## config.mk

```make
export PLATFORM = sky130hd
export DESIGN_NAME = mux_nto1_seq
export DESIGN_NICKNAME = d
export VERILOG_FILES = /design/src/rtl/mux_nto1_seq.sv
export SDC_FILE = /design/constraint.sdc
export NUM_CORES = 1
export LEC_CHECK = 0
export CAP_MARGIN = 20
export CORE_MARGIN = 2
export CORE_UTILIZATION = 35
export CTS_CLUSTER_DIAMETER = 40
export DETAILED_ROUTE_END_ITERATION = 10
export GPL_ROUTABILITY_DRIVEN = 0
export PLACE_DENSITY = 0.66
export SYNTH_ARGS = -nofsm -noshare
export SYNTH_HDL_FRONTEND = slang
export SYNTH_SLANG_ARGS = --single-unit
```

## constraint.sdc

```tcl
create_clock -name clk_i -period 1.4 [get_ports clk_i]
set_input_delay 0.28 -clock clk_i [delete_from_list [all_inputs] [get_ports clk_i]]
set_output_delay 0.28 -clock clk_i [all_outputs]
set_load 0.005 [all_outputs]
```

## src/rtl/mux_nto1_seq.sv

```systemverilog
// Registered N-to-1 channel multiplexer with manual select and timed auto-scan.
// Optional per-channel enable mask is compiled in with MUXSEQ_MASK_EN.
module mux_nto1_seq #(
  parameter  int N     = 8,
  parameter  int W     = 1,
  parameter  int DWELL = 4,
  localparam int SW    = $clog2(N)
) (
  input  logic           clk_i,
  input  logic           rst_ni,
  input  logic [N*W-1:0] in_i,
  input  logic [SW-1:0]  sel_i,
  input  logic           en_i,
  input  logic           mode_i,
`ifdef MUXSEQ_MASK_EN
  input  logic [N-1:0]   ch_mask_i,
`endif
  output logic [W-1:0]   out_o,
  output logic [SW-1:0]  out_sel_o,
  output logic           out_valid_o,
  output logic           sel_err_o,
  output logic           scan_wrap_o
);

  localparam int CW = (DWELL > 1) ? $clog2(DWELL) : 1;
  localparam logic [CW-1:0] DWELL_LAST = CW'(DWELL - 1);

  typedef enum logic [1:0] {IDLE, MANUAL, SCAN} state_t;

  state_t        state_q, state_d;
  logic [W-1:0]  out_q, out_d;
  logic [SW-1:0] out_sel_q, out_sel_d;
  logic          valid_q, valid_d;
  logic          err_q, err_d;
  logic          wrap_q, wrap_d;
  logic [SW-1:0] cur_sel_q, cur_sel_d;
  logic [CW-1:0] dwell_q, dwell_d;
  logic          wrap_pend_q, wrap_pend_d;

  logic [N-1:0]  mask;
  logic          sel_legal;
  logic          entry;
  logic [SW-1:0] eff_sel, nxt_sel;
  logic [CW-1:0] eff_cnt;

`ifdef MUXSEQ_MASK_EN
  assign mask = ch_mask_i;
`else
  assign mask = '1;
`endif

  function automatic logic [W-1:0] chan(input logic [N*W-1:0] bus, input logic [SW-1:0] idx);
    chan = '0;
    if (int'(idx) < N) chan = bus[int'(idx)*W +: W];
  endfunction

  function automatic logic [SW-1:0] first_chan(input logic [N-1:0] m);
    first_chan = '0;
    for (int k = N - 1; k >= 0; k--)
      if (m[k]) first_chan = SW'(k);
  endfunction

  // Closest enabled channel circularly above cur; distance N lands on cur itself.
  function automatic logic [SW-1:0] next_chan(input logic [SW-1:0] cur, input logic [N-1:0] m);
    int idx;
    next_chan = cur;
    for (int k = N; k >= 1; k--) begin
      idx = int'(cur) + k;
      if (idx >= N) idx = idx - N;
      if (m[idx]) next_chan = SW'(idx);
    end
  endfunction

  always_comb begin
    state_d = IDLE;
    if (en_i) state_d = mode_i ? SCAN : MANUAL;
  end

  assign sel_legal = (int'(sel_i) < N) && mask[int'(sel_i) % N];

  always_comb begin
    out_d       = out_q;
    out_sel_d   = out_sel_q;
    valid_d     = 1'b0;
    err_d       = 1'b0;
    wrap_d      = 1'b0;
    cur_sel_d   = '0;
    dwell_d     = '0;
    wrap_pend_d = 1'b0;
    entry       = 1'b0;
    eff_sel     = '0;
    eff_cnt     = '0;
    nxt_sel     = '0;
    case (state_d)
      MANUAL: begin
        if (sel_legal) begin
          out_d     = chan(in_i, sel_i);
          out_sel_d = sel_i;
          valid_d   = 1'b1;
        end else begin
          out_d = '0;
          err_d = 1'b1;
        end
      end
      SCAN: begin
        entry   = (state_q != SCAN);
        eff_sel = entry ? first_chan(mask) : cur_sel_q;
        eff_cnt = entry ? '0 : dwell_q;
        if (mask == '0) begin
          cur_sel_d = eff_sel;
          dwell_d   = eff_cnt;
        end else begin
          out_d     = chan(in_i, eff_sel);
          out_sel_d = eff_sel;
          valid_d   = 1'b1;
          wrap_d    = wrap_pend_q;
          if (eff_cnt == DWELL_LAST) begin
            nxt_sel     = next_chan(eff_sel, mask);
            cur_sel_d   = nxt_sel;
            wrap_pend_d = (nxt_sel <= eff_sel);
          end else begin
            cur_sel_d = eff_sel;
            dwell_d   = eff_cnt + 1'b1;
          end
        end
      end
      default: ;
    endcase
  end

  always_ff @(posedge clk_i) begin
    if (!rst_ni) begin
      state_q     <= IDLE;
      out_q       <= '0;
      out_sel_q   <= '0;
      valid_q     <= 1'b0;
      err_q       <= 1'b0;
      wrap_q      <= 1'b0;
      cur_sel_q   <= '0;
      dwell_q     <= '0;
      wrap_pend_q <= 1'b0;
    end else begin
      state_q     <= state_d;
      out_q       <= out_d;
      out_sel_q   <= out_sel_d;
      valid_q     <= valid_d;
      err_q       <= err_d;
      wrap_q      <= wrap_d;
      cur_sel_q   <= cur_sel_d;
      dwell_q     <= dwell_d;
      wrap_pend_q <= wrap_pend_d;
    end
  end

  assign out_o       = out_q;
  assign out_sel_o   = out_sel_q;
  assign out_valid_o = valid_q;
  assign sel_err_o   = err_q;
  assign scan_wrap_o = wrap_q;

endmodule

```

Word-level counts from Yosys, hierarchy flattened --
Memories as Yosys holds them, arrays and structs flattened. Cells that the tools add are included.
Cells by class: equality and inequality tests 5, muxes and demuxes 64, magnitude comparators 18, bitwise gates (word level) 2, shift-type cells 2, add/subtract/negate cells 17, reductions and logical operators 6
Operator list (count):
- 32-bit 2-to-1 mux | 24
- 32-bit by 5-bit < comparator with 1-bit output (second input constant) | 8
- 3-bit 2-to-1 mux | 14
- 4-bit by 4-bit subtractor with 5-bit output (second input constant) | 7
- 4-bit greater-or-equal comparator (second input constant) | 7
- 1-bit 2-to-1 mux | 20
- 3-bit by 3-bit adder with 4-bit output (second input constant) | 4
- 8-bit by 4-bit variable part select with 1-bit output | 2
- 3-bit by 2-bit adder with 4-bit output (second input constant) | 2
- 2-bit 2-to-1 mux | 3
- 3-bit case mux with 2 select lines | 1
- 2-bit AND reduction | 3
- 5-bit by 4-bit subtractor with 6-bit output (second input constant) | 1
- 3-bit by 4-bit adder with 5-bit output (second input constant) | 1
- 5-bit by 4-bit greater-or-equal comparator with 1-bit output (second input constant) | 1
- 3-bit by 1-bit adder with 4-bit output (second input constant) | 1
- 2-bit == test (second input constant) | 2
- 3-bit by 4-bit < comparator with 1-bit output (second input constant) | 1
- 2-bit inequality test (second input constant) | 2
- 1-bit case mux with 2 select lines | 2
- 3-bit <= comparator | 1
- 3-bit AND reduction | 1
- 3-bit OR reduction | 1
- 2-bit by 1-bit adder with 2-bit output (second input constant) | 1
- 3 further kinds | 4
Storage, ports and cells: ROM bits 72, register bits 15, input bits 15, memories 9, output and inout bits 7, word-level logic and storage cells 132
Memories:
- (name not given) | depth 8, width 1, rd ports 1, clocked after memory_dff 0, write ports 0, RTL line 70 | if (m[idx]) next_chan = SW'(idx);
- (name not given) | depth 8, width 1, rd ports 1, clocked after memory_dff 0, write ports 0, RTL line 70
- (name not given) | depth 8, width 1, rd ports 1, clocked after memory_dff 0, write ports 0, RTL line 70
- (name not given) | depth 8, width 1, rd ports 1, clocked after memory_dff 0, write ports 0, RTL line 70
- (name not given) | depth 8, width 1, rd ports 1, clocked after memory_dff 0, write ports 0, RTL line 70
- (name not given) | depth 8, width 1, rd ports 1, clocked after memory_dff 0, write ports 0, RTL line 70
- 3 more memories

Depth between registers and ports, before layout --
depth after elaboration 24, gate-level depth with buffers 7, mapped depth without buffers 6

Least setup slack after synthesis --
No wires, ideal clock.
path kind register to register, start point reg state_q[1], end point reg out_q, in the netlist out_o, setup slack -0.036 ns, stages on the path, launching flop included 7, setup time 0.126 ns, path buffers 1, data required time 1.274 ns, arrival 1.309 ns, period minus slack after synthesis 1.436 ns, path through dfxtp_1 nor2b_1 buf_6 a31oi_4 mux2_2 o211ai_1 a31oi_1
On the way: word-level cells in the longest chain between the ends 4
Ends and longest elaborated chain:
- start, declared | RTL line 30 | state_t state_q, state_d;
- start signal, assigned | RTL line 143 | state_q <= state_d;
- 2-bit inequality test | RTL line 106 | entry = (state_q != SCAN);
- 3-bit 2-to-1 mux | RTL line 107 | eff_sel = entry ? first_chan(mask) : cur_sel_q;
- 8-bit by 4-bit variable part select with 1-bit output | RTL line 54 | if (int'(idx) < N) chan = bus[int'(idx)*W +: W];
- 1-bit case mux with 2 select lines | RTL line 94 | case (state_d)
- end signal, assigned | RTL line 144 | out_q <= out_d;
- end, declared | RTL line 31 | logic [W-1:0] out_q, out_d;
Every way passes these cells. A chain may end at the register's enable or synchronous reset.

Worst setup path after layout --
start point reg state_q[1], end point reg cur_sel_q[2]
On the way: word-level cells in the longest chain between the ends 21, elaborated cells between the ends (all ways) 87, those cells by class add/sub: 16; order compare: 8; eq/ne: 2; mux: 53; memory: 8
Ends and longest elaborated chain:
- 2-bit inequality test * | RTL line 106
- 3-bit 2-to-1 mux | RTL line 107
- 3-bit by 4-bit adder with 5-bit output | RTL line 68 | idx = int'(cur) + k;
- 5-bit by 4-bit subtractor with 6-bit output / 5-bit by 4-bit greater-or-equal comparator with 1-bit output (equally long branches) | RTL line 69 | if (idx >= N) idx = idx - N;
- 32-bit 2-to-1 mux | RTL line 69
- 32-bit 2-to-1 mux | RTL line 117 | if (eff_cnt == DWELL_LAST) begin
- 32-bit 2-to-1 mux | RTL line 94
- memory read 8 x 1 bit
- 1-bit 2-to-1 mux (not written as such) (2 in series) | RTL line 70
- 3-bit 2-to-1 mux (8 in series) | RTL line 70
- 3-bit 2-to-1 mux | RTL line 117
- 3-bit 2-to-1 mux | RTL line 94
- 3-bit 2-to-1 mux * | RTL line 117
- end signal, assigned | RTL line 149 | cur_sel_q <= cur_sel_d;
- end, declared | RTL line 36 | logic [SW-1:0] cur_sel_q, cur_sel_d;
Every way passes the cells marked *; elsewhere a longest branch is shown, timed or not. The select of a mux whose other input is x is not followed.

==> results by group <==
Outcome
  • Outcome: finished, violations left
  • Failing checks: setup timing

STA
  • Fin crit period: 1550 ps
  • Setup_tns: -691 ps
  • Skew final: 4.65 ps
  • Final setup fails: 8
  • Period utilization: 111%
  • Worst setup margin: -152 ps
  • Achievable clock frequency: 0.644 GHz
  • Final Hold Fails: 0
  • RSZ-0062 raised after global routing: yes
  • Pins Over Slew Limit: 0

Route
  • Total Wirelength: 1.72 mm
  • Post-DRT Antenna Nets: 0
  • Iteration-0 DRC Markers: 10
  • DRC Markers: 0
  • Drt pass-1 iters: 4
  • Avg WL per Cell: 13.5 um
  • Drt via density: 4.80
  • DR vias: 614

Worst setup path
  • CP Capture Type: flip-flop
  • CP peak stage delay: 310 ps
  • Critical R2R Launch: state_q[1]
  • Crit-path max FO: 5
  • Crit-path most repeated cell: buf_4
  • Worst reg-to-reg setup slack: -150 ps
  • Worst endpoint data arrival time: 1770 ps
  • Crit path max-delay cell type: dfxtp_1
  • Startpoint Class: flip-flop
  • CP required: 1620 ps
  • Crit-path cells: nor2b_1 > buf_4 > buf_4 > buf_12 > and2_4 > ha_4 > nand3_4 > xnor2_2 > nor2_1
  • Crit Path Class: flip-flop to flip-flop
  • Worst setup startpoint: state_q[1]

Pwr
  • P_int: 674 uW
  • Reg power frac: 47.5%
  • Max VDD drop: 562 uV
  • Switch share: 23.3%
  • PwrDens: 787 nW/um^2
  • Clock share of power: 33.5%
  • Net Sw Power: 204 uW
  • Leak Pwr: 0.000522 uW
  • Comb power frac: 19.0%

Logic synthesis
  • Synth area leaders: dfxtp_1 42%, nor2_1 3.4%, a31oi_4 3.2%
  • Leading area contributor after synthesis: dfxtp_1
  • Synth top area share: 42.2%
  • Count of cell types in the netlist: 35
  • Yosys reg bits: 14
  • Ys Warns: 0
  • Synthesized instance count: 69
  • Seq/Total Area, Yosys: 42.2%
  • Syn Std Cell Area: 664 um^2
  • Syn Area/Cell: 9.63 um^2
  • Syn nets: 85

GRT
  • Grt total ovfl: 0
  • First-pass GRT wire length: 2.62 mm
  • Initial antenna violation count: 0
  • Global-route usage over all layers: 17.5%
  • Number of global-route vias before repair: 598
  • Largest net degree at the start of global routing: 9

Clock network
  • Post-CTS Hold Fix Bufs: 0
  • Clk buf depth: 2
  • Clock-pin slew on the worst setup and hold paths: 90 ps
  • CTS Buf Count: 3
  • CTS tree: built
  • Root buffer cell: clkbuf_4
  • CTS sink count: 14
  • # H-tree levels: 1
  • Clk Latency, worst-skew pair: 280 ps

Placement
  • Number of port buffers: 20
  • Placed insts: 121
  • Hpwl dp: 1.17 mm

Cells and area
  • Synth-to-Final Area Change: 68.0%
  • Fin util: 63.3%
  • Final nets: 120
  • Layout cells sized above 1: 38.8%
  • Non-filler cells, final: 128
  • Antenna diodes: 0

Min path
  • HP Start: out_sel_o[1]
  • Worst Hold Class: flip-flop to flip-flop

Job
  • Max cap viols: 0

Floorplanning
  • Die area: 2260 um^2
  • Die width: 47.6 um
  • I/O pins: 22
  • Row count: 15
  • Starting density of the core: 37.7%
  • Core ar.: 1760 um^2
  • Die span in y: 47.6 um
-- sequential cells by signal, indices dropped and copies added, names as in the netlist --
| name | cells |
|---|---|
| cur_sel_q | 3 |
| dwell_q | 2 |
| out_o | 1 |
| out_sel_o | 3 |
| out_valid_o | 1 |
| scan_wrap_o | 1 |
| state_q | 2 |
| wrap_pend_q | 1 |
-- worst max-delay path: cells and delay by family (launching register included) --
family	cells	cell delay, ps
and+or+nand+nor	4	460
DFF	1	310
adders and majority gates	1	170
xor gates and xnor gates	1	150
buffers and inverters	3	400
-- per-layer routing --
layer / GRT usage, % / wire length [um] / share of wire [%] / vias up
li1: - / - / - / 304
met1: 21.0 / 730 / 42 / 290
met2: 26.5 / 869 / 50 / 18
met3: 9.43 / 113 / 6.6 / 2
met4: 6.49 / 10 / 0.58 / 0
met5: 0 / 0 / 0 / -
-- layout by cell type, fill, tap and decap left out, types with 2 or more instances in the layout --
cell type        synthesis  final
xor2_1                   2      2
inv_1                    5      5
and2_2                   2      2
mux2i_1                  2      2
clkdlybuf4s50_1          0     13
buf_4                    2     12
a31oi_4                  1      3
clkbuf_4                 0      3
dlygate4sd2_1            0      2
and2b_1                  2      2
a211oi_1                 2      2
nor2_1                   6      6
and2_4                   1      3
dlymetal6s2s_1           0      5
nand2_1                  4      3
nor3_2                   0      2
dfxtp_1                 14     11
dfxtp_2                  0      3
-- cells in the mapped netlist --
cell,n
nand3_1,1
buf_4,2
o211ai_1,1
nand2_1,4
dfxtp_1,14
mux2i_1,2
nor2_1,6
and2_2,2
a211oi_1,2
a21boi_0,1
or2b_1,1
a211o_2,1
ha_1,1
and2b_1,2
and2_4,1
and3_2,1
o21ai_0,1
a21boi_1,1
and3_1,1
conb_1,1
nor3_1,2
mux2_2,1
xor2_1,2
a32o_1,1
nor3b_1,1
and2_1,2
inv_1,5
nor2b_1,1
xnor2_1,1
a31oi_1,2
o32a_2,1
or3_1,1
a31oi_4,1
a31oi_2,1
buf_6,1
-- power by group through the flow --
stage | clock (uW) | combinational (uW) | sequential (uW)
floorplan | 0 | 63.7 | 426
global placement | 0 | 152 | 425
detailed placement | 0 | 153 | 426
CTS | 299 | 161 | 417
global route | 330 | 179 | 419
finish | 295 | 167 | 417
-- per-stage QoR --
step                hold WS, ps  setup WS, ps  total power, uW  area (um^2)
floorplan                   416         -30.2              490          668
global placement            443          -532              577          961
detailed placement          445          -581              579          961
CTS                         466          -146              877         1060
global route                531          -212              929         1120
finish                      501          -152              879         1120
-- repair_timing --
item / CTS / global route
pin swaps: 8 / 5
setup buffers: 2 / 2
resized for setup: 14 / 12
gates cloned: 0 / 0
endpoints found under the setup margin: 10 / 12
-- area by class of cell --
class / count / area [um^2]
multi-input combinational: 47 / 425
fill: 155 / 648
inverter: 5 / 18.8
clock buffer: 4 / 36.3
timing repair buffer: 33 / 320
tap: 25 / 31.3
sequential: 14 / 284
-- final timing paths --
path | to | depth (start not counted)
min reg2reg | out_sel_o[1] | 2
max | cur_sel_q[2] | 9
max reg2reg | cur_sel_q[2] | 9
min | out_sel_o[1] | 2
-- logic make-up after synthesis --
family | synth area share (%)
mux | 4.71
fa+ha+maj | 1.88
simple gates | 21.8
compound gates | 18.1
buf+inv | 6.78
other cells | 0.564
flops | 42.2
xor+xnor | 3.96
No activity file was read; power rests on OpenSTA's default activity.
